## src/rtl/syscall_display_queue_pkg.sv

```systemverilog
`default_nettype none
// =============================================================================
// Package  : syscall_display_pkg
// Purpose  : Shared state encoding and service-code helpers for the display queue.
// Revision : 1.0
// =============================================================================
package syscall_display_pkg;

    typedef enum logic [0:0] {
        IDLE = 1'b0,
        HOLD = 1'b1
    } state_t;

    localparam int c_SVC_BASE_DEFAULT = 34;

    // FLUSH sits immediately after the last channel's service code.
    function automatic logic [31:0] flush_code(input int svc_base, input int num_ch);
        return 32'(svc_base + num_ch);
    endfunction

endpackage
`default_nettype wire

```

## src/rtl/syscall_display_queue_if.sv

```systemverilog
`default_nettype none
// =============================================================================
// Interface : syscall_display_if
// Purpose   : CPU-side syscall inputs and display-side outputs of the queue.
// Revision  : 1.0
// =============================================================================
interface syscall_display_if #(
    parameter int WIDTH  = 32,
    parameter int NUM_CH = 2,
    parameter int DEPTH  = 4
);
    logic                      syscall;
    logic [31:0]               r1_out;
    logic [WIDTH-1:0]          r2_out;
    logic [NUM_CH*WIDTH-1:0]   leddata;
    logic                      full;
    logic                      busy;
    logic                      overflow;
    logic [$clog2(DEPTH):0]    level;

    modport master (
        output syscall, r1_out, r2_out,
        input  leddata, full, busy, overflow, level
    );

    modport slave (
        input  syscall, r1_out, r2_out,
        output leddata, full, busy, overflow, level
    );
endinterface
`default_nettype wire

```

## src/rtl/syscall_display_queue_fifo.sv

```systemverilog
`default_nettype none
// =============================================================================
// Module   : display_fifo
// Purpose  : Synchronous FIFO with registered count and single-cycle flush.
// Revision : 1.0
// =============================================================================
module display_fifo #(
    parameter int ENTRY_W = 33,
    parameter int DEPTH   = 4
) (
    input  wire logic                   clk,
    input  wire logic                   clr,
    input  wire logic                   push,
    input  wire logic                   pop,
    input  wire logic                   flush,
    input  wire logic [ENTRY_W-1:0]     wdata,
    output logic      [ENTRY_W-1:0]     rdata,
    output logic      [$clog2(DEPTH):0] count,
    output logic                        full,
    output logic                        empty
);
    localparam int c_PTR_W = $clog2(DEPTH);
    localparam int c_CNT_W = c_PTR_W + 1;

    logic [ENTRY_W-1:0] r_mem [DEPTH];
    logic [c_PTR_W-1:0] r_wr_ptr;
    logic [c_PTR_W-1:0] r_rd_ptr;
    logic [c_CNT_W-1:0] r_count;
    logic               w_do_push;
    logic               w_do_pop;

    assign full      = (r_count == c_CNT_W'(DEPTH));
    assign empty     = (r_count == '0);
    assign count     = r_count;
    assign rdata     = r_mem[r_rd_ptr];
    assign w_do_push = push && !full && !flush;
    assign w_do_pop  = pop && !empty && !flush;

    always_ff @(posedge clk) begin
        if (w_do_push) begin
            r_mem[r_wr_ptr] <= wdata;
        end
    end

    always_ff @(posedge clk) begin
        if (!clr || flush) begin
            r_wr_ptr <= '0;
            r_rd_ptr <= '0;
            r_count  <= '0;
        end else begin
            if (w_do_push) begin
                r_wr_ptr <= r_wr_ptr + 1'b1;
            end
            if (w_do_pop) begin
                r_rd_ptr <= r_rd_ptr + 1'b1;
            end
            case ({w_do_push, w_do_pop})
                2'b10:   r_count <= r_count + 1'b1;
                2'b01:   r_count <= r_count - 1'b1;
                default: r_count <= r_count;
            endcase
        end
    end

endmodule
`default_nettype wire

```

## src/rtl/syscall_display_queue.sv

```systemverilog
`default_nettype none
// =============================================================================
// Module   : syscall_display_queue
// Purpose  : Queues syscall display writes and holds each on its channel output.
// Revision : 1.0
// =============================================================================
module syscall_display_queue
    import syscall_display_pkg::*;
#(
    parameter int WIDTH       = 32,
    parameter int NUM_CH      = 2,
    parameter int DEPTH       = 4,
    parameter int HOLD_CYCLES = 4,
    parameter int SVC_BASE    = c_SVC_BASE_DEFAULT
) (
    input wire logic          clk,
    input wire logic          clr,
    syscall_display_if.slave  bus
);
    localparam int c_CH_W    = (NUM_CH > 1) ? $clog2(NUM_CH) : 1;
    localparam int c_ENTRY_W = c_CH_W + WIDTH;
    localparam int c_TMR_W   = (HOLD_CYCLES > 1) ? $clog2(HOLD_CYCLES) : 1;
    localparam int c_CNT_W   = $clog2(DEPTH) + 1;

    localparam logic [31:0]        c_FIRST    = 32'(SVC_BASE);
    localparam logic [31:0]        c_LAST     = 32'(SVC_BASE + NUM_CH - 1);
    localparam logic [31:0]        c_FLUSH    = flush_code(SVC_BASE, NUM_CH);
    localparam logic [c_TMR_W-1:0] c_TMR_LOAD = c_TMR_W'(HOLD_CYCLES - 1);

    logic                    w_write_req;
    logic                    w_push;
    logic                    w_flush;
    logic                    w_pop;
    logic [c_CH_W-1:0]       w_ch;
    logic [c_ENTRY_W-1:0]    w_wdata;
    logic [c_ENTRY_W-1:0]    w_rdata;
    logic [c_CNT_W-1:0]      w_count;
    logic                    w_full;
    logic                    w_empty;
    logic [c_CH_W-1:0]       w_head_ch;
    logic [WIDTH-1:0]        w_head_data;
    state_t                  r_state;
    state_t                  w_next_state;
    logic [c_TMR_W-1:0]      r_timer;
    logic [c_TMR_W-1:0]      w_next_timer;
    logic                    r_overflow;
    logic [WIDTH-1:0]        r_led [NUM_CH];
    logic [NUM_CH*WIDTH-1:0] w_led_flat;

    // Range check first, then truncate the 32-bit offset to a channel index.
    assign w_write_req = bus.syscall && (bus.r1_out >= c_FIRST) && (bus.r1_out <= c_LAST);
    assign w_flush     = bus.syscall && (bus.r1_out == c_FLUSH);
    assign w_push      = w_write_req && !w_full;
    assign w_ch        = c_CH_W'(bus.r1_out - c_FIRST);
    assign w_wdata     = {w_ch, bus.r2_out};
    assign w_head_ch   = w_rdata[c_ENTRY_W-1 -: c_CH_W];
    assign w_head_data = w_rdata[WIDTH-1:0];

    display_fifo #(
        .ENTRY_W (c_ENTRY_W),
        .DEPTH   (DEPTH)
    ) u_fifo (
        .clk   (clk),
        .clr   (clr),
        .push  (w_push),
        .pop   (w_pop),
        .flush (w_flush),
        .wdata (w_wdata),
        .rdata (w_rdata),
        .count (w_count),
        .full  (w_full),
        .empty (w_empty)
    );

    always_ff @(posedge clk) begin
        if (!clr) begin
            r_state <= IDLE;
            r_timer <= '0;
        end else begin
            r_state <= w_next_state;
            r_timer <= w_next_timer;
        end
    end

    // A flush on the same edge suppresses the pop; the current hold still runs out.
    always_comb begin
        w_next_state = r_state;
        w_next_timer = r_timer;
        w_pop        = 1'b0;
        case (r_state)
            IDLE: begin
                if (!w_empty && !w_flush) begin
                    w_pop        = 1'b1;
                    w_next_timer = c_TMR_LOAD;
                    w_next_state = HOLD;
                end
            end
            HOLD: begin
                if (r_timer != '0) begin
                    w_next_timer = r_timer - 1'b1;
                end else if (!w_empty && !w_flush) begin
                    w_pop        = 1'b1;
                    w_next_timer = c_TMR_LOAD;
                end else begin
                    w_next_state = IDLE;
                end
            end
            default: begin
                w_next_state = IDLE;
            end
        endcase
    end

    always_ff @(posedge clk) begin
        if (!clr) begin
            r_overflow <= 1'b0;
        end else if (w_flush) begin
            r_overflow <= 1'b0;
        end else if (w_write_req && w_full) begin
            r_overflow <= 1'b1;
        end
    end

    always_ff @(posedge clk) begin
        if (!clr) begin
            for (int k = 0; k < NUM_CH; k++) begin
                r_led[k] <= '0;
            end
        end else if (w_pop) begin
            r_led[w_head_ch] <= w_head_data;
        end
    end

    always_comb begin
        w_led_flat = '0;
        for (int k = 0; k < NUM_CH; k++) begin
            w_led_flat[k*WIDTH +: WIDTH] = r_led[k];
        end
    end

    assign bus.leddata  = w_led_flat;
    assign bus.full     = w_full;
    assign bus.level    = w_count;
    assign bus.overflow = r_overflow;
    assign bus.busy     = (r_state == HOLD) || (w_count != '0);

endmodule
`default_nettype wire
```

## src/flat_wrapper.sv

```systemverilog
// flat-port wrapper written by rule: the top's interface ports become plain ports
module syscall_display_queue_flat import syscall_display_pkg::*;
#(
    parameter int WIDTH       = 32,
    parameter int NUM_CH      = 2,
    parameter int DEPTH       = 4,
    parameter int HOLD_CYCLES = 4,
    parameter int SVC_BASE    = c_SVC_BASE_DEFAULT
)
  (clk, clr, bus_syscall, bus_r1_out, bus_r2_out, bus_leddata, bus_full, bus_busy, bus_overflow, bus_level);
  syscall_display_if #(.WIDTH(WIDTH), .NUM_CH(NUM_CH), .DEPTH(DEPTH)) bus_i ();
  input wire logic clk;
  input wire logic clr;
  input wire logic [$bits(bus_i.syscall)-1:0] bus_syscall;
  input wire logic [$bits(bus_i.r1_out)-1:0] bus_r1_out;
  input wire logic [$bits(bus_i.r2_out)-1:0] bus_r2_out;
  output wire logic [$bits(bus_i.leddata)-1:0] bus_leddata;
  output wire logic [$bits(bus_i.full)-1:0] bus_full;
  output wire logic [$bits(bus_i.busy)-1:0] bus_busy;
  output wire logic [$bits(bus_i.overflow)-1:0] bus_overflow;
  output wire logic [$bits(bus_i.level)-1:0] bus_level;
  assign bus_i.syscall = bus_syscall;
  assign bus_i.r1_out = bus_r1_out;
  assign bus_i.r2_out = bus_r2_out;
  assign bus_leddata = bus_i.leddata;
  assign bus_full = bus_i.full;
  assign bus_busy = bus_i.busy;
  assign bus_overflow = bus_i.overflow;
  assign bus_level = bus_i.level;
  syscall_display_queue #(.WIDTH(WIDTH), .NUM_CH(NUM_CH), .DEPTH(DEPTH), .HOLD_CYCLES(HOLD_CYCLES), .SVC_BASE(SVC_BASE)) u_core (.clk(clk), .clr(clr), .bus(bus_i));
endmodule
```

## config.mk

```make
export PLATFORM = sky130hd
export DESIGN_NAME = syscall_display_queue_flat
export DESIGN_NICKNAME = d
export VERILOG_FILES = /design/src/rtl/syscall_display_queue_pkg.sv /design/src/rtl/syscall_display_queue_if.sv /design/src/rtl/syscall_display_queue_fifo.sv /design/src/rtl/syscall_display_queue.sv /design/src/flat_wrapper.sv
export SDC_FILE = /design/constraint.sdc
export NUM_CORES = 1
export LEC_CHECK = 0
export CORE_AREA = 2 2 162 133
export DETAILED_ROUTE_END_ITERATION = 10
export DIE_AREA = 0 0 164 135
export GPL_TIMING_DRIVEN = 1
export PLACE_DENSITY_LB_ADDON = 0.25
export SETUP_SLACK_MARGIN = 0.02
export SYNTH_ARGS = -nofsm -noshare
export SYNTH_HDL_FRONTEND = slang
export SYNTH_SLANG_ARGS = --single-unit
```

## constraint.sdc

```tcl
create_clock -name clk -period 7.6 [get_ports clk]
set_clock_uncertainty 0.05 [all_clocks]
set_input_delay 1.52 -clock clk [delete_from_list [all_inputs] [get_ports clk]]
set_output_delay 1.52 -clock clk [all_outputs]
set_load 0.005 [all_outputs]
```

==> impl_metrics.toml <==
[clock_network]
clk_pin_slew_ps = 60
cts.sinks = 209
cts-htree-levels = 1
post_cts_buffers = 0
cts_hold_repair.buffers = 0
cts_buffers = 22
cts_root_buffer = "clkbuf_16"
cts_tree = "done"
clock_latency_ps = 480
clockBufferDepth = 3
cts_resized = 0

[setup_path]
critPathLaunch = "bus_r1_out[17]"
cp_data_arrival_time_ps = 4270
path_buf_inv = 2
cp-start-kind = "input pin"
end_kind = "flop"
critical_path_required_ps = 7910
path_common_cell = "nor2_1"
path_cells = "clkdlybuf4s50_1 > nor4_2 > nand4_1 > nor3_1 > nor2_1 > ha_1 > inv_1 > fa_1 > xor2_1 > nor2_1 > xnor2_1 > nor2_1"
critPathMaxStageDelay_ps = 660
crit_slowest_cell = "nor3_1"
crit_type = "input pin to flop"
cp_top_family = "simple AND/OR/NAND/NOR gates"
cp_max_fo = 4

[sta]
finalHoldViolCount = 0
relSlewSlack_pct = 32.4
final.setup.tns_ps = 0
worst-slew-pin-transition_ps = 1010
fin_crit_sh_pct = 52.1
rsz0062_at_grt = "false"
drv_slew = 0
finalWorstSetupSlack_ps = 3640
setup_viol = 0
max_freq_mhz = 253
finalCriticalPeriod_ps = 3960

[synthesis]
ys_ff_latch = 209
synth_area_leaders = "edfxtp_1 (73%), mux4_2 (8.9%), dfxtp_1 (3.2%)"
synth-edff-count = 196
yosys_most_used_dff = "edfxtp_1"
syn-num-nets = 485
avgSynthCellArea_um2 = 19.6
synth_area_leader_cell = "edfxtp_1"
postSynthCellCount = 412
synth_area_um2 = 8080
synth_cell_types = 38
yosys_warnings = 0
async_reset_ff_share_pct = 0
synth_top_area_share_pct = 72.8
ys_seq_area_share_pct = 76.0

[pwr]
swShare_pct = 23.8
p_seq_share_pct = 48.0
power_frac_comb_pct = 20.4
ir_worst_vdd_v = 0.000159
p_clk_share_pct = 31.6
p_leak_nw = 3.34
p_int_w = 0.00237
powerDensity_nw_per_um2 = 299
p_sw_w = 0.000737

[placement]
pre_cts_slack_ps = 3140
routabilityCongestion = 0.701
dp_hpwl_um = 9890
port_buffers = 136

[global_routing]
grt_pass1_vias = 4365
grtUsageTotal_pct = 15.0
grt_first_pass_wirelength_um = 25100
grt_remaining_overflow = 0
antenna_found_initial = 1
grt_start_max_net_pins = 35

[routing]
viasPerCell = 5.00
drt-initial-drc-count = 373
drc_errors = 0
routedWlPerCell_um = 19.2
wl_um = 16100
postRouteAntennaNets = 0
first_pass_iters = 4
vias = 4201

[outcome]
status = "finished, final reports clean"

[floorplan]
io_pins = 137
die_x_um = 164
core-area_um2 = 20400
start_util_pct = 39.6
die-area_um2 = 22100
die_h_um = 135
rows = 47

[job]
cap_violations = 0

[layout]
nFillCells = 1657
drive_gt1_share_pct = 14.7
final_nets = 631
syn_to_final_growth_pct = 28.6

[worst_hold_path]
hold_path.class = "flop to flop"
hp-start = "u_core.r_timer[1]"
==> logic make-up (layout without fill, tap and decap cells) <==
logic type               Yosys count  count (layout)  share of synthesized area (%)
multiplexers                      36              36                           9.43
other                              0               1                              0
XOR/XNOR                           6               6                          0.650
flip-flops                       209             209                           76.0
adder cells (fa/ha/maj)            6               6                           1.02
AND/OR/NAND/NOR                  111             111                           9.22
AO/OA/AOI/OAI                     17              17                           1.83
buffers and inverters             27             186                           1.83
==> synthesized netlist by cell type, drive strengths merged, types with 2 or more instances <==
library cell and count:
edfxtp 196, and2 36, mux4 32, nor3b 31
dfxtp 13, nor2 13, buf 11, inv 9
clkbuf 7, nand2 7, a21oi 6, o31ai 6
ha 5, nand4 5, nor4 5, xor2 5
nor3 4, and4 3, mux2i 3, nor4b 3
nand3 2
==> final timing paths <==
check	to	slack, ps	cells past startpoint
max	u_core.u_fifo.count[2]	3640	12
max reg2reg	u_core.r_led[1][11]	4270	3
min reg2reg	u_core.r_timer[1]	460	2
min	u_core.r_timer[1]	460	2
==> cell usage in the layout, fill, tap and decap left out, types with 4 or more instances in the layout <==
cell type,netlist,layout
edfxtp_1,196,196
inv_1,9,9
nand2_1,7,7
nor4_2,5,5
mux4_2,32,32
ha_1,5,5
nand4_1,4,4
dfxtp_1,13,11
clkdlybuf4s50_1,0,136
nor3b_1,31,31
clkbuf_1,7,6
clkbuf_16,0,23
and2_1,36,32
clkinv_1,0,6
a21oi_1,6,6
nor2_1,13,13
xor2_1,5,5
and2_2,0,4
buf_4,3,4
==> per-stage QoR <==
step                hold slack (ps)  area (µm²)  power, W  cells  utilization, %
global route                    464       10400   0.00325    840            50.9
detailed placement              416        9730   0.00216    803            47.7
finish                          462       10400   0.00310    841            50.9
floorplan                       408        8080   0.00179    412               -
CTS                             449       10400   0.00315    840            50.9
global placement                416        9730   0.00215    803            47.7
==> worst min-delay path, stage by stage, from the launching register on <==
cell	delay, ps
dfxtp_1	340
inv_1	70
a21oi_1	60
==> power groups by stage <==
stage	Clock, W	Sequential, W	Combinational (W)
2_1_floorplan	0	0.00149	0.000299
3_3_place_gp	0	0.00151	0.000634
3_5_place_dp	0	0.00152	0.000642
4_1_cts	0.00101	0.00150	0.000644
5_1_grt	0.00106	0.00151	0.000689
6_report	0.000982	0.00149	0.000632
==> flip-flops by register name, indices dropped and copies added (netlist names), named ones only <==
name,flops
u_core.r_state,1
u_core.u_fifo.count,3
u_core.u_fifo.r_rd_ptr,2
u_core.r_led,64
u_core.u_fifo.r_wr_ptr,2
u_core.bus.overflow,1
u_core.u_fifo.r_mem,132
u_core.r_timer,2
==> layout make-up <==
| type | instances | area, µm² | share of cell area (%) |
|---|---|---|---|
| antenna | 1 | 2.50 | 0.0241 |
| clock buffer | 29 | 598 | 5.75 |
| clock inverter | 8 | 61.3 | 0.590 |
| inverter | 9 | 33.8 | 0.325 |
| multi-input combinational | 176 | 1820 | 17.5 |
| sequential | 209 | 6150 | 59.1 |
| tap | 269 | 337 | 3.24 |
| timing repair buffer | 140 | 1390 | 13.4 |
==> metal layers <==
| layer | track usage (%) | up-vias | part of all wire (%) | wire (µm) |
|---|---|---|---|---|
| met5 | 0 | - | 0 | 0 |
| li1 | - | 1925 | - | - |
| met4 | 3.17 | 0 | 1.7 | 270 |
| met1 | 21.1 | 2101 | 45 | 7260 |
| met2 | 24.0 | 152 | 47 | 7550 |
| met3 | 3.56 | 23 | 6.5 | 1060 |
Note: power is estimated with default switching activity, not from simulation.
